File: config.mk
export PLATFORM = sky130hd
export DESIGN_NAME = uart_tx_arbiter
export DESIGN_NICKNAME = d
export VERILOG_FILES = /design/src/rtl/uart_tx_arbiter.sv
export SDC_FILE = /design/constraint.sdc
export NUM_CORES = 1
export LEC_CHECK = 0
export ABC_AREA = 1
export CAP_MARGIN = 20
export CORE_MARGIN = 2
export CORE_UTILIZATION = 35
export DETAILED_ROUTE_END_ITERATION = 8
export PLACE_DENSITY = 0.62
export SLEW_MARGIN = 5
export SYNTH_ARGS = -nofsm -noshare
export SYNTH_HDL_FRONTEND = slang
export SYNTH_SLANG_ARGS = --single-unit
File: constraint.sdc
create_clock -name clk_16MHz -period 2 [get_ports clk_16MHz]
set_input_delay 0.4 -clock clk_16MHz [delete_from_list [all_inputs] [get_ports clk_16MHz]]
set_output_delay 0.4 -clock clk_16MHz [all_outputs]
set_load 0.005 [all_outputs]
File: src/rtl/uart_tx_arbiter.sv
// Four-requester round-robin arbiter feeding one 8N1 serial transmitter.
// One byte is granted per frame; all outputs come straight from flops.
module uart_tx_arbiter #(
  parameter int unsigned BAUD_DIV = 833
) (
  input  logic        clk_16MHz,
  input  logic        rst_n,
  input  logic [3:0]  req,
  input  logic [31:0] data_in,
  output logic [3:0]  ack,
  output logic [1:0]  grant_id,
  output logic        busy,
  output logic        ser_out
);

  typedef enum logic [1:0] {
    StIdle,
    StStart,
    StData,
    StStop
  } state_e;

  localparam logic [9:0] BitEnd = 10'(BAUD_DIV - 1);

  state_e      state_q, state_d;
  logic [9:0]  cnt_q, cnt_d;
  logic [2:0]  idx_q, idx_d;
  logic [7:0]  shreg_q, shreg_d;
  logic [3:0]  ack_q, ack_d;
  logic [1:0]  grant_q, grant_d;
  logic [1:0]  last_q, last_d;
  logic        busy_q, busy_d;
  logic        ser_q, ser_d;

  logic        bit_end;
  logic        win_valid;
  logic [1:0]  win_id;
  logic [1:0]  cand;

  assign bit_end = (cnt_q == BitEnd);

  // Search starts one past the last winner, so the previous winner gets lowest priority.
  always_comb begin
    win_valid = 1'b0;
    win_id    = '0;
    cand      = '0;
    for (int i = 1; i <= 4; i++) begin
      cand = last_q + 2'(i);
      if (!win_valid && req[cand]) begin
        win_valid = 1'b1;
        win_id    = cand;
      end
    end
  end

  always_comb begin
    state_d = state_q;
    cnt_d   = bit_end ? 10'd0 : cnt_q + 10'd1;
    idx_d   = idx_q;
    shreg_d = shreg_q;
    ack_d   = '0;
    grant_d = grant_q;
    last_d  = last_q;
    busy_d  = busy_q;
    ser_d   = ser_q;

    unique case (state_q)
      StIdle: begin
        cnt_d  = '0;
        ser_d  = 1'b1;
        busy_d = 1'b0;
        if (win_valid) begin
          shreg_d = data_in[{win_id, 3'b000} +: 8];
          ack_d   = 4'b0001 << win_id;
          grant_d = win_id;
          last_d  = win_id;
          ser_d   = 1'b0;
          busy_d  = 1'b1;
          state_d = StStart;
        end
      end
      StStart: begin
        if (bit_end) begin
          idx_d   = '0;
          ser_d   = shreg_q[0];
          state_d = StData;
        end
      end
      StData: begin
        if (bit_end) begin
          shreg_d = shreg_q >> 1;
          if (idx_q == 3'd7) begin
            ser_d   = 1'b1;
            state_d = StStop;
          end else begin
            idx_d = idx_q + 3'd1;
            ser_d = shreg_q[1];
          end
        end
      end
      StStop: begin
        if (bit_end) begin
          busy_d  = 1'b0;
          ser_d   = 1'b1;
          state_d = StIdle;
        end
      end
      default: state_d = StIdle;
    endcase
  end

  always_ff @(posedge clk_16MHz or negedge rst_n) begin
    if (!rst_n) begin
      state_q <= StIdle;
      cnt_q   <= '0;
      idx_q   <= '0;
      shreg_q <= '0;
      ack_q   <= '0;
      grant_q <= '0;
      last_q  <= 2'd3;
      busy_q  <= 1'b0;
      ser_q   <= 1'b1;
    end else begin
      state_q <= state_d;
      cnt_q   <= cnt_d;
      idx_q   <= idx_d;
      shreg_q <= shreg_d;
      ack_q   <= ack_d;
      grant_q <= grant_d;
      last_q  <= last_d;
      busy_q  <= busy_d;
      ser_q   <= ser_d;
    end
  end

  assign ack      = ack_q;
  assign grant_id = grant_q;
  assign busy     = busy_q;
  assign ser_out  = ser_q;

endmodule

==> results.json <==
{
  "synthAdderAreaFrac_pct": 4.47,
  "utilization_pct": 52.9,
  "path_class": "flop to flop",
  "clock_sinks": 33,
  "crit_fanout": 7,
  "clock_latency_ns": 0.29,
  "via_count": 2356,
  "cp_cell_sequence": "inv_2, nand2_1, nand2_2, nand2_2, nand2_4, nor2_4, nand3_4, buf_8, nand3_1, nand2_1, nand2_1, nand3_2, nand2_1, nand2_1",
  "ys.flop_type": "dfrtp_1",
  "cts_inserted_buffers": 5,
  "synthXorXnorAreaFrac_pct": 1.56,
  "grt_max_degree": 34,
  "max_cap_violations": 0,
  "drt_iter0_drc": 125,
  "diodes": 0,
  "fmax_ghz": 0.496,
  "critPathTopFamily": "simple AND/OR/NAND/NOR gates",
  "grt_pass1_vias": 2113,
  "clk_pin_slew_ns": 0.07,
  "final_common_cell": "nand2_1",
  "ys_async_sr_fraction_pct": 100,
  "grt_pass1_wl_mm": 9.24,
  "wl_mm": 6.07,
  "fp.dieW_um": 84.0,
  "die-height_um": 84.0,
  "clock-root-buffer": "clkbuf_8",
  "crit_path_start_kind": "flop",
  "relSlewSlack_pct": 70.6,
  "gp_congestion": 0.852,
  "synth_nets": 364,
  "worstPathArrival_ns": 2.19,
  "end_kind": "flop",
  "finalHoldViolCount": 0,
  "hpwl_mm": 3.94,
  "fin_tns_setup_ns": -0.0142,
  "vias_per_cell": 4.92,
  "synth-compound-area-share_pct": 8.77,
  "clock_skew_ns": 0.0123,
  "synth_area_per_cell_um2": 7.04,
  "drtAntennaViolNets": 0,
  "rsz0062_at_grt": "yes",
  "crit_top_cell": "nand2_1",
  "power.density_nw_per_um2": 473,
  "finalMaxSlewViolations": 0,
  "synth_area_leader_cell": "dfrtp_1",
  "hold_slack_ns": 0.479,
  "cts_tree": "done",
  "finalCriticalPeriod_ns": 2.01,
  "synth_seq_cells": 33,
  "syn_area_um2": 2240,
  "yosysTopAreaCellShare_pct": 33.5,
  "synth_area_leaders": "dfrtp_1 (34%), nand2_1 (14%), nand3_1 (9.2%), inv_1 (9.1%), nor2_1 (4.7%)",
  "synth_cells": 318,
  "worstMarginPinSlew_ns": 0.441,
  "synth-simple-area-share_pct": 36.1,
  "max_stage_delay_ns": 0.58,
  "violations": "negative setup slack",
  "grt_overflow": 0,
  "drt-pass1-iter-count": 5,
  "core.rowCount": 29,
  "synthMuxAreaShare_pct": 0,
  "cp_slowest_cell": "dfstp_2",
  "port-buffer-count": 45,
  "final_cell_mix": "nand2_1 (67), inv_1 (52), clkdlybuf4s50_1 (45)",
  "hold_class": "flop to flop",
  "core_um2": 6280,
  "finalPower_mw": 1.57,
  "wire_per_inst_um": 12.7,
  "period_share_pct": 101,
  "io-pin-count": 46,
  "synthToLayoutAreaGrowth_pct": 48.2,
  "fin_ws_ns": -0.0142,
  "initial_core_util_pct": 35.7,
  "synth_top_family_by_area": "simple AND/OR/NAND/NOR gates",
  "antenna_found_initial": 0,
  "leakage_nw": 1.71,
  "synth_edf_count": 0,
  "drcViolationCount": 0,
  "path_buf_inv": 2,
  "ys_seq_area_share_pct": 37.0,
  "setup_viol": 1,
  "outcome": "finished, violations left",
  "final_nets": 447,
  "ir_worst_vdd_v": 0.000357,
  "cts_max_level": 2,
  "clk_path_buf_depth": 2,
  "dieArea_um2": 7060,
  "drive_above_1_share_pct": 23.1,
  "gr-usage-all-layers_pct": 15.9,
  "cp.required_ns": 2.18,
  "yosys_warnings": 0,
  "synth_cell_types": 36
}
## where the power goes
group          switching, mW  leakage (nW)  internal [mW]
Clock                  0.257        0.0574          0.405
Sequential                 0         0.405          0.667
Combinational          0.118          1.25          0.124
## tightest hold or removal path, delay by kind of cell (launching register included)
family,cells,cell delay [ns]
AOI/OAI and AO/OA,1,0.06
buffers and inverters,1,0.06
DFF,1,0.37
## repair_timing
item,in CTS,in global routing
endpoints found under the setup margin,8,20
hold buffers,0,0
pin swaps,2,23
buffers inserted,2,8
cloned,0,5
resized for setup,3,50
## registers in the layout, summed over array words and instances (netlist names)
register / flops
last_q: 2
shreg_q: 8
busy: 1
state_q: 2
grant_id: 2
idx_q: 3
ser_out: 1
cnt_q: 10
ack: 4
## metal layers
layer	routed length, um	GRT usage, %	vias up
li1	-	-	1194
met1	2760	20.8	1084
met2	2930	26.3	68
met3	300	3.96	10
met4	79	4.40	0
met5	0	0	-
## final cells by class
cell class	instances	area, um2
fillers	580	2960
multi-input cells	225	1320
flip-flops and latches	33	830
repair buffers	78	732
inverters	58	220
well taps	77	96.3
clock buffers	6	82.6
clock inverters	2	37.5
## final timing paths
path                            from    endpoint  slack [ns]  cells after the start
min                          ser_out     ser_out        0.48                      2
min in group asynchronous      rst_n  shreg_q[2]        0.52                      2
min reg2reg                  ser_out     ser_out        0.48                      2
max                        last_q[1]  shreg_q[1]       -0.01                     14
max in group asynchronous      rst_n     ser_out        1.13                      2
max reg2reg                last_q[1]  shreg_q[1]       -0.01                     14
## cell families (layout without fill, tap and decap cells)
group | after synthesis | after routing
simple gates | 176 | 180
compound gates | 33 | 33
buf+inv | 64 | 144
xor+xnor | 4 | 4
fa+ha+maj | 8 | 8
flops | 33 | 33
## synth_stat cells, drive strengths merged, types with 2 or more instances
master and number:
nand2 89, inv 57, nand3 45, dfrtp 30, nor2 30, a21oi 12, o21ai 12, ha 8
nand3b 5, buf 4, nand4 4, dfstp 3, xnor2 3, a32o 2, clkbuf 2, nor4 2
o31ai 2
## metrics by stage
| step | setup WS [ns] | instances | area, um2 |
|---|---|---|---|
| 2_1_floorplan | 0.142 | 318 | 2240 |
| 3_3_place_gp | -0.212 | 456 | 2900 |
| 3_5_place_dp | -0.261 | 456 | 2900 |
| 4_1_cts | 0.000507 | 466 | 3050 |
| 5_1_grt | -0.166 | 479 | 3320 |
| 6_report | -0.0142 | 479 | 3320 |
(Power assumes the default switching activity.)
